$ cat config.mk
export PLATFORM = sky130hd
export DESIGN_NAME = fetch_ctrl
export DESIGN_NICKNAME = d
export VERILOG_FILES = /design/src/rtl/fetch_ctrl.sv
export SDC_FILE = /design/constraint.sdc
export NUM_CORES = 1
export LEC_CHECK = 0
export ABC_AREA = 1
export CAP_MARGIN = 20
export CELL_PAD_IN_SITES_DETAIL_PLACEMENT = 1
export CELL_PAD_IN_SITES_GLOBAL_PLACEMENT = 1
export CORE_ASPECT_RATIO = 0.7
export CORE_MARGIN = 2
export CORE_UTILIZATION = 31
export DETAILED_ROUTE_END_ITERATION = 6
export PLACE_DENSITY = 0.87
export SLEW_MARGIN = 20
export SYNTH_ARGS = -nofsm -noshare
export SYNTH_HDL_FRONTEND = slang
export SYNTH_SLANG_ARGS = --single-unit
$ cat constraint.sdc
create_clock -name clk -period 2 [get_ports clk]
set_input_delay 0.4 -clock clk [delete_from_list [all_inputs] [get_ports clk]]
set_output_delay 0.4 -clock clk [all_outputs]
set_load 0.02 [all_outputs]
$ cat src/rtl/fetch_ctrl.sv
// Instruction-fetch sequencing controller: owns the PC and selects the next
// fetch address (sequential, BTB prediction or branch redirect). It also
// drives the mispredict flush sequence, the BTB update writes and the
// saturating branch/mispredict performance counters.
module fetch_ctrl #(
    parameter int                    DATA_WIDTH   = 32,
    parameter int                    STALL_CYCLES = 2,
    parameter logic [DATA_WIDTH-1:0] RESET_PC     = '0,
    parameter int                    CNT_WIDTH    = 16
) (
    input  logic                  clk,
    input  logic                  rst_n,
    input  logic                  stall_in,
    input  logic                  btb_hit,
    input  logic [DATA_WIDTH-1:0] btb_trgt,
    input  logic                  resolve_valid,
    input  logic [DATA_WIDTH-1:0] resolve_pc,
    input  logic                  resolve_taken,
    input  logic [DATA_WIDTH-1:0] resolve_trgt,
    input  logic                  resolve_pred_taken,
    input  logic [DATA_WIDTH-1:0] resolve_pred_trgt,
    output logic [DATA_WIDTH-1:0] pc,
    output logic                  fetch_valid,
    output logic                  pred_taken,
    output logic                  flush,
    output logic                  btb_write,
    output logic [DATA_WIDTH-1:0] btb_wr_pc,
    output logic [DATA_WIDTH-1:0] btb_wr_trgt,
    output logic [CNT_WIDTH-1:0]  branch_cnt,
    output logic [CNT_WIDTH-1:0]  mispredict_cnt
);

    localparam logic [1:0] ST_BOOT  = 2'd0;
    localparam logic [1:0] ST_RUN   = 2'd1;
    localparam logic [1:0] ST_FLUSH = 2'd2;

    // Wide enough to hold STALL_CYCLES-1 (at least one bit).
    localparam int FCW = (STALL_CYCLES > 1) ? $clog2(STALL_CYCLES) : 1;

    logic [1:0]            state_q, state_d;
    logic [FCW-1:0]        fcnt_q, fcnt_d;
    logic [DATA_WIDTH-1:0] pc_q, pc_d;
    logic                  btb_write_q, btb_write_d;
    logic [DATA_WIDTH-1:0] btb_wr_pc_q, btb_wr_pc_d;
    logic [DATA_WIDTH-1:0] btb_wr_trgt_q, btb_wr_trgt_d;
    logic [CNT_WIDTH-1:0]  branch_cnt_q, branch_cnt_d;
    logic [CNT_WIDTH-1:0]  mispredict_cnt_q, mispredict_cnt_d;

    logic in_run;
    logic accept;
    logic mispredict;
    logic btb_update;

    // Resolve qualification: only branches seen in RUN are on the correct path.
    always_comb begin
        in_run     = (state_q == ST_RUN);
        accept     = in_run && resolve_valid;
        mispredict = accept &&
                     ((resolve_taken != resolve_pred_taken) ||
                      (resolve_taken && (resolve_trgt != resolve_pred_trgt)));
        btb_update = accept && resolve_taken &&
                     (!resolve_pred_taken || (resolve_trgt != resolve_pred_trgt));
    end

    // Next-state, next-PC, BTB write and counter logic.
    always_comb begin
        state_d          = state_q;
        fcnt_d           = fcnt_q;
        pc_d             = pc_q;
        btb_write_d      = 1'b0;
        btb_wr_pc_d      = btb_wr_pc_q;
        btb_wr_trgt_d    = btb_wr_trgt_q;
        branch_cnt_d     = branch_cnt_q;
        mispredict_cnt_d = mispredict_cnt_q;

        case (state_q)
            ST_BOOT: begin
                state_d = ST_RUN;
            end
            ST_RUN: begin
                if (mispredict) begin
                    pc_d    = resolve_taken ? resolve_trgt : resolve_pc + DATA_WIDTH'(4);
                    state_d = ST_FLUSH;
                    fcnt_d  = FCW'(STALL_CYCLES - 1);
                end else if (!stall_in) begin
                    pc_d = btb_hit ? btb_trgt : pc_q + DATA_WIDTH'(4);
                end
            end
            ST_FLUSH: begin
                if (fcnt_q == '0) begin
                    state_d = ST_RUN;
                end else begin
                    fcnt_d = fcnt_q - FCW'(1);
                end
            end
            default: begin
                state_d = ST_BOOT;
            end
        endcase

        if (btb_update) begin
            btb_write_d   = 1'b1;
            btb_wr_pc_d   = resolve_pc;
            btb_wr_trgt_d = resolve_trgt;
        end

        if (accept && (branch_cnt_q != '1)) begin
            branch_cnt_d = branch_cnt_q + CNT_WIDTH'(1);
        end
        if (mispredict && (mispredict_cnt_q != '1)) begin
            mispredict_cnt_d = mispredict_cnt_q + CNT_WIDTH'(1);
        end
    end

    // State registers with synchronous active-low reset.
    always_ff @(posedge clk) begin
        if (!rst_n) begin
            state_q          <= ST_BOOT;
            fcnt_q           <= '0;
            pc_q             <= RESET_PC;
            btb_write_q      <= 1'b0;
            btb_wr_pc_q      <= '0;
            btb_wr_trgt_q    <= '0;
            branch_cnt_q     <= '0;
            mispredict_cnt_q <= '0;
        end else begin
            state_q          <= state_d;
            fcnt_q           <= fcnt_d;
            pc_q             <= pc_d;
            btb_write_q      <= btb_write_d;
            btb_wr_pc_q      <= btb_wr_pc_d;
            btb_wr_trgt_q    <= btb_wr_trgt_d;
            branch_cnt_q     <= branch_cnt_d;
            mispredict_cnt_q <= mispredict_cnt_d;
        end
    end

    // Output mapping; fetch_valid/flush decode the registered state.
    always_comb begin
        pc             = pc_q;
        fetch_valid    = (state_q == ST_RUN);
        pred_taken     = (state_q == ST_RUN) && btb_hit;
        flush          = (state_q == ST_FLUSH);
        btb_write      = btb_write_q;
        btb_wr_pc      = btb_wr_pc_q;
        btb_wr_trgt    = btb_wr_trgt_q;
        branch_cnt     = branch_cnt_q;
        mispredict_cnt = mispredict_cnt_q;
    end

endmodule

* Word-level counts from Yosys, hierarchy flattened
Cells that the tools add are included.
** Storage, ports and cells
- Register bits after elaboration :: 132
- Bits in latches :: 0
- RAM bits :: 0
- Bits in read-only memories :: 0
- Word-level logic and storage cells :: 49
- Memories kept :: 0
** Cells by class
- Add/subtract/negate cells :: 5
- $mul :: 0
- Divide/modulo/power cells :: 0
- Magnitude comparators :: 0
- Equality and inequality tests :: 9
- Shifts and indexed selects :: 0
- Muxes and demuxes :: 11
- Bitwise operators :: 0
- Reduce and logical (&&, ||, !) cells :: 16
** Operators by type and width (number)
- two-way mux 32 bit :: 4
- adder 32 x 3 -> 32 bit, second input constant :: 2
- adder 16 x 1 -> 16 bit, second input constant :: 2
- != test 16 bit, second input constant :: 2
- != test 32 bit :: 1
- logical AND 1 bit :: 8
- one-hot mux 2 bit (3 select lines) :: 1
- AND reduction 2 bit :: 3
- two-way mux 2 bit :: 2
- != test 2 x 1 -> 1 bit, second input constant :: 2
- two-way mux 1 bit :: 3
- equality test 2 x 1 -> 1 bit, second input constant :: 1
- equality test 2 bit, second input constant :: 1
- zero test 2 bit :: 1
- logical OR 1 bit :: 2
- != test 2 bit, second input constant :: 1
- one-hot mux 1 bit (2 select lines) :: 1
- nonzero test 2 bit :: 1
- zero test 1 bit :: 1
- != test 1 bit :: 1
- subtractor 1 bit, second input constant :: 1

* Longest topological paths before layout
Gate-level depths: netlist (run 1).
- Depth after elaboration :: 6
- Mapped depth :: 17
- Mapped depth without buffers :: 15

* Worst setup path after synthesis (run 1)
No wires, ideal clock.
- Kind :: flip-flop to flip-flop
- Start point :: register mispredict_cnt_q[0] (netlist: mispredict_cnt[0])
- End point :: register mispredict_cnt_q[5] (netlist: mispredict_cnt[5])
- Arrival time :: 1.802 ns
- Data required time :: 1.868 ns
- Path slack :: 0.066 ns
- Cell stages (with the launch flop) :: 12
- Path buffers :: 1
- Path through :: dfxtp_1 > ha_1 > nand2_1 > nor3_2 > nand2_1 > nor3_2 > nand2_1 > nand2_2 > inv_2 > buf_2 > nand2_1 > a21oi_1
** On the way
- Cells in the longest elaborated chain, start to end :: 2
** Ends and longest elaborated chain
- from (decl) :: line 47 : logic [CNT_WIDTH-1:0] mispredict_cnt_q, mispredict_cnt_d;
- from (signal assigned) :: line 134 : mispredict_cnt_q <= mispredict_cnt_d;
- parallel branches: the longest is 2 deep, another holds adder 16 x 1 -> 16 bit
Several ways; the timed one is not identified.
A chain may end at the register's enable or synchronous reset.

* Worst setup path after layout (run 1)
- Start point :: register pc_q[4] (netlist: pc[4])
- End point :: register pc_q[17] (netlist: pc[17])
** On the way
- Cells in the longest elaborated chain, start to end :: 4
** Ends and longest elaborated chain
- from (decl) :: line 42 : logic [DATA_WIDTH-1:0] pc_q, pc_d;
- from (signal assigned) :: line 129 : pc_q <= pc_d;
- adder 32 x 3 -> 32 bit :: line 86 : pc_d = btb_hit ? btb_trgt : pc_q + DATA_WIDTH'(4);
- two-way mux 32 bit :: line 86
- two-way mux 32 bit :: line 85 : end else if (!stall_in) begin
- two-way mux 32 bit :: line 81 : if (mispredict) begin
Every way passes these cells. The select of a mux whose other input is x is not followed.

==> results of run 1 <==
==> placed cells by master (no fill, tap or decap), drive strengths merged, types with 6 or more instances in the layout <==
cell and instances:
nand4 20, xor2 28, nor2 184, nand2 429, nor3 35, o22ai 6
dfxtp 132, dlymetal6s2s 43, o21ai 135, xnor2 12, clkdlybuf4s15 10, clkinv 8
a21oi 91, inv 162, dlygate4sd2 32, nand3 77, clkinvlp 6, buf 218
clkbuf 32, clkdlybuf4s50 167, or2 10
==> cells by family (layout without fill, tap and decap cells) <==
logic type / after synthesis / after routing / share of synthesized area (%)
mux: 3 / 3 / 0.360
simple gates: 762 / 762 / 37.6
flops: 132 / 132 / 31.6
xor+xnor: 40 / 40 / 4.19
compound gates: 242 / 242 / 14.8
other cells: 0 / 2 / 0
fa+ha+maj: 4 / 4 / 0.599
buf+inv: 220 / 679 / 10.8
==> what timing repair did <==
action,CTS,global route
cloned,7,1
endpoints found under the setup margin,114,124
buffers inserted,13,15
pin swaps,12,63
gates resized for setup,118,190
==> power by group <==
group	total, mW	switching (mW)	internal, mW
registers	2.88	0.121	2.76
clock network	3.02	1.42	1.60
logic	2.31	1.28	1.02
==> layout make-up <==
cell class / count / area [sq um] / share of cell area (%)
timing repair buffer: 484 / 4660 / 32.8
inverter: 164 / 621 / 4.36
antenna: 2 / 5.00 / 0.0352
clock buffer: 19 / 443 / 3.11
sequential: 132 / 2650 / 18.6
multi-input combinational: 1051 / 5310 / 37.3
clock inverter: 12 / 86.3 / 0.607
tap: 364 / 455 / 3.20
==> synthesized netlist by cell type, types with 2 or more instances <==
library cell / number
nor3_2: 3
clkbuf_1: 32
nor2_1: 183
nand3_2: 2
inv_2: 8
or2_2: 10
buf_6: 6
buf_2: 13
nand2_2: 5
a31oi_1: 5
o21ai_0: 119
nor4_1: 4
xor2_1: 28
a21oi_1: 91
mux2i_1: 3
o21ai_1: 16
inv_1: 154
clkinv_1: 2
o22ai_1: 6
nor3_1: 32
xnor2_1: 12
nand4_1: 20
buf_4: 4
ha_1: 4
nand3_1: 75
nand2_1: 424
dfxtp_1: 132
==> metal layers <==
metal / global-route usage (%) / up-vias
met5: 0 / -
met4: 12.5 / 0
met3: 8.89 / 176
met2: 52.1 / 715
met1: 40.7 / 5896
li1: - / 5354
==> sequential cells by signal (all words and copies together), names as in the netlist <==
signal and flops:
branch_cnt 16, btb_wr_pc 32, btb_wr_trgt 32, btb_write 1, fcnt_q 1, mispredict_cnt 16
pc 32, state_q 2
==> per-stage QoR <==
stage	cells	total power, mW	hold WS (ns)	TNS [ns]
2_1_floorplan	1403	3.76	0.528	0
3_3_place_gp	2159	4.85	0.465	-54.06
3_5_place_dp	2159	4.92	0.476	-63.34
4_1_cts	2210	7.98	0.393	-0.192
5_1_grt	2227	8.48	0.288	-1.82
6_report	2228	8.21	0.287	-0.138
==> worst max-delay path: cells and delay by family, from the launching register on <==
| family | cells | cell delay [ns] |
|---|---|---|
| AND/OR/NAND/NOR | 6 | 0.72 |
| buffers and inverters | 3 | 0.48 |
| flip-flops | 1 | 0.39 |
| AO/OA/AOI/OAI | 2 | 0.30 |
| XOR/XNOR | 1 | 0.10 |
==> worst min path at each step <==
stage	from	to	slack (ns)	cells after the start
floorplan	resolve_pc[4]	btb_wr_pc[4]	0.53	2
global placement	btb_wr_pc[2]	btb_wr_pc[2]	0.46	2
detailed placement	btb_wr_pc[17]	btb_wr_pc[17]	0.48	2
CTS	resolve_trgt[29]	btb_wr_trgt[29]	0.39	3
global route	resolve_trgt[29]	btb_wr_trgt[29]	0.29	3
finish	resolve_trgt[29]	btb_wr_trgt[29]	0.29	3
==> impl_metrics.json, run 1 <==
{
  "grt-ovfl-total": 0,
  "grt_pass1_vias": 11990,
  "synth_top_cell_area_share_pct": 31.6,
  "rsz0062_at_grt": "true",
  "yosysUniqueCellTypes": 37,
  "hold_viol_final": 0,
  "yosysTopAreaCell": "dfxtp_1",
  "areaGrowthSynthToFinish_pct": 70.4,
  "drive_above_1_share_pct": 22.0,
  "synth_edf_count": 0,
  "irDropWorstVdd_v": 0.000609,
  "antenna_found_initial": 2,
  "crit_end": "pc[17]",
  "clk_pin_slew_ns": 0.07,
  "grt_max_degree": 106,
  "post-dp-hpwl_um": 33100,
  "clk_latency_ns": 0.46,
  "post-route-period-util_pct": 104,
  "final_max_slew_viol_count": 0,
  "worstSetupStartpointType": "flip-flop",
  "ys_ff_latch": 132,
  "yosys-top-cells-area": "dfxtp_1 (32%), nand2_1 (19%), nor2_1 (8.2%)",
  "regToRegStartpoint": "pc[4]",
  "yosysSeqAreaShare_pct": 31.6,
  "place_area_sq_um": 12700,
  "crit_chain": "nand3_1 -> buf_4 -> inv_1 -> nand2_1 -> buf_4 -> nor2_1 -> xnor2_1 -> o21ai_0 -> nand3_1 -> nand2_1 -> nand2_1 -> a21oi_1",
  "max_clock_freq_ghz": 0.483,
  "cp.arrival_ns": 2.46,
  "stdcell_area_sq_um": 14200,
  "first_iter_violations": 1175,
  "tritoncts": "built",
  "post-route-min-period_ns": 2.07,
  "syn_nets": 1542,
  "cts_sinks": 132,
  "routedLengthMet1_um": 20200,
  "crit_slowest_cell": "dfxtp_1",
  "ff2ff_path_depth": 12,
  "core_sq_um": 26600,
  "fin_util_pct": 53.5,
  "initial_utilization_pct": 31.4,
  "setup_viol": 6,
  "synthFlopType": "dfxtp_1",
  "fin_skew_ns": 0.0136,
  "track_usage_pct": 32.1,
  "leakage_nw": 6.66,
  "fp.dieH_um": 141,
  "numCtsBuffers": 17,
  "postRouteAntennaNets": 0,
  "routedWlPerCell_um": 22.4,
  "vias": 12141,
  "synthArstFlopShare_pct": 0,
  "routed_via_density": 5.45,
  "wl_met3_um": 5070,
  "io_buffers": 266,
  "route.met2.wl_um": 22700,
  "rows": 50,
  "first_pass_iters": 5,
  "nFillCells": 3441,
  "post-place-ws_ns": -0.684,
  "final_nets": 1989,
  "status": "finished, violations left",
  "crit_top_cell": "nand2_1",
  "clk_path_buf_depth": 2,
  "hp-class": "input port to flip-flop",
  "crit_path_end_kind": "flip-flop",
  "die-area_sq_um": 28300,
  "powerDensity_nw_per_um2": 577,
  "die_w_um": 200,
  "reg2reg_to": "pc[17]",
  "grt_pass1_wl_um": 69800,
  "drc": 0,
  "routed_wl_um": 50000,
  "drv_cap": 0,
  "r2r_setup_slack_ns": -0.07,
  "synth_area_sq_um": 8350,
  "critical_path.max_stage_delay_ns": 0.39,
  "setup_ws_ns": -0.0716,
  "critPathLaunch": "pc[4]",
  "syn_area_per_cell_sq_um": 5.95,
  "slew_headroom_pct": 60.9,
  "htreeDepth": 4,
  "top_layer": "met4",
  "tightest_slew_ns": 0.583,
  "ctsHoldBuffers": 0,
  "violations": "negative setup slack",
  "cp_max_fo": 3,
  "syn-instance-count": 1403,
  "critPathKind": "flip-flop to flip-flop",
  "required_ns": 2.39,
  "yosys_warnings": 0,
  "cts_root_buffer": "clkbuf_16",
  "gp_congestion": 0.960,
  "io_pins": 267
}
Note: power is estimated with default switching activity, not from simulation.
==> run 2, diff against run 1 <==
Settings changed: CAP_MARGIN 20 to default, CORE_MARGIN 2 to default.
==> impl_metrics.json, run 2 (synthesized netlist as in run 1, its figures left out) <==
{
  "status": "finished, violations left",
  "violations": "negative setup slack",
  "grt_max_degree": 81,
  "critical_path.max_stage_delay_ns": 0.34,
  "initial_utilization_pct": 32.1,
  "track_usage_pct": 32.1,
  "io_buffers": 266,
  "clk_path_buf_depth": 2,
  "crit_family": "simple AND/OR/NAND/NOR gates",
  "multiInputGateArea_sq_um": 5360,
  "post-route-min-period_ns": 2.19,
  "gp_congestion": 0.930,
  "cp.arrival_ns": 2.51,
  "clk_latency_ns": 0.44,
  "setup_viol": 8,
  "routed_via_density": 5.44,
  "nFillCells": 3356,
  "grt-ovfl-total": 0,
  "required_ns": 2.32,
  "grt_pass1_vias": 12084,
  "areaGrowthSynthToFinish_pct": 72.3,
  "hp-class": "input port to flip-flop",
  "cts_sinks": 132,
  "cp_max_fo": 3,
  "die-area_sq_um": 27600,
  "final_common_cell": "nand2_1",
  "setup_ws_ns": -0.193,
  "clk_pin_slew_ns": 0.07,
  "core_sq_um": 26100,
  "drive_above_1_share_pct": 22.7,
  "drv_cap": 0,
  "rsz0062_at_grt": "true",
  "final_nets": 2003,
  "regArea_sq_um": 2650,
  "critPathKind": "flip-flop to flip-flop",
  "vias": 12170,
  "fin_skew_ns": 0.00991,
  "placed_cells": 2155,
  "io_pins": 267,
  "crit_chain": "ha_2 -> nand2_4 -> nor3_4 -> buf_4 -> nand2_1 -> xor2_1 -> o21ai_1 -> nand3_1 -> nand2_2 -> o21ai_2 -> nor2_1",
  "post-dp-hpwl_um": 32100,
  "crit_slowest_cell": "dfxtp_1",
  "routed_wl_um": 49700,
  "powerDensity_nw_per_um2": 589,
  "post-route-period-util_pct": 110,
  "leakage_nw": 6.67,
  "grt_pass1_wl_um": 67900,
  "cts_root_buffer": "clkbuf_16",
  "ctsHoldBuffers": 0,
  "irDropWorstVdd_v": 0.000650,
  "final_max_slew_viol_count": 0,
  "first_pass_iters": 6,
  "htreeDepth": 4,
  "slew_headroom_pct": 66.2,
  "numCtsBuffers": 17,
  "tritoncts": "built",
  "rows": 49,
  "routedWlPerCell_um": 22.2,
  "hold_viol_final": 0,
  "postRouteAntennaNets": 0,
  "fin_cells": 2238,
  "tightest_slew_ns": 0.503,
  "layout_common_cells": "nand2_1 (387), buf_4 (207), clkdlybuf4s50_1 (171), nor2_1 (150), inv_1 (139)",
  "antenna_found_initial": 7,
  "fp.dieH_um": 139,
  "die_w_um": 198,
  "crit_path_end_kind": "flip-flop",
  "critical_path_buf_inv_count": 1,
  "fin_util_pct": 55.2,
  "post-place-ws_ns": -0.784,
  "first_iter_violations": 1075,
  "drc": 0,
  "max_clock_freq_ghz": 0.456,
  "worstSetupStartpointType": "flip-flop"
}
-- run 2: changes by cell type in the layout (fill, tap and decap cells not counted), moves of 5 or more --
cell / change
buf_4: +14
clkbuf_16: +5
clkbuf_2: -11
clkdlybuf4s15_1: -9
dlygate4sd2_1: +33
dlymetal6s2s_1: -17
nand2_1: -11
nand2_2: +13
nand3_2: +5
o21ai_0: -12
o21ai_1: +7
o21ai_2: +6
-- run 2: worst register-to-register path: cells and delay by family, from the launching register on --
kind | cells | cell delay [ns]
flip-flops | 1 | 0.34
adder cells (fa/ha/maj) | 1 | 0.23
XOR/XNOR | 1 | 0.20
AND/OR/NAND/NOR | 6 | 0.91
buffers and inverters | 1 | 0.18
AO/OA/AOI/OAI | 2 | 0.22
-- run 2: layer usage --
| layer | vias up | global-route usage [%] | wire length (um) |
|---|---|---|---|
| met2 | 716 | 50.6 | 21800 |
| met3 | 226 | 8.05 | 5280 |
| li1 | 5406 | - | - |
| met4 | 6 | 13.1 | 2870 |
| met5 | - | 0 | 40 |
| met1 | 5816 | 41.6 | 19700 |
-- run 2: cell type report --
cell class                 instances  share of cell area (%)
multi-input combinational       1052                    37.2
timing repair buffer             497                    32.8
sequential                       132                    18.4
inverter                         164                    4.36
clock buffer                      20                    3.10
tap                              357                    3.10
clock inverter                    12                   0.913
antenna                            4                  0.0695
-- run 2: worst paths after layout --
check	cells past startpoint	slack [ns]	startpoint	to
worst max register to register	11	-0.19	pc[2]	pc[12]
worst min register to register	2	0.49	btb_wr_trgt[21]	btb_wr_trgt[21]
worst min-delay path	3	0.40	resolve_trgt[4]	btb_wr_trgt[4]
worst max-delay path	11	-0.19	pc[2]	pc[12]
-- run 2: timing repair --
action	CTS	global route
pin swaps	43	23
cloned	6	7
hold endpoints to repair	0	0
endpoints found under the setup margin	119	113
buffers inserted	31	4
gates resized for setup	159	138
-- run 2: through the flow --
stage	instance area (sq um)	hold slack [ns]	TNS, ns	total power [mW]
finish	14400	0.397	-0.660	8.47
CTS	13800	0.382	0	8.24
global placement	12700	0.464	-67.32	4.85
floorplan	8350	0.528	0	3.76
detailed placement	12700	0.473	-68.10	4.91
global route	14400	0.399	-2.77	8.73
-- run 2: power breakdown --
group	internal (mW)	switching, mW
Sequential	2.76	0.124
Combinational	1.04	1.29
Clock	1.87	1.38
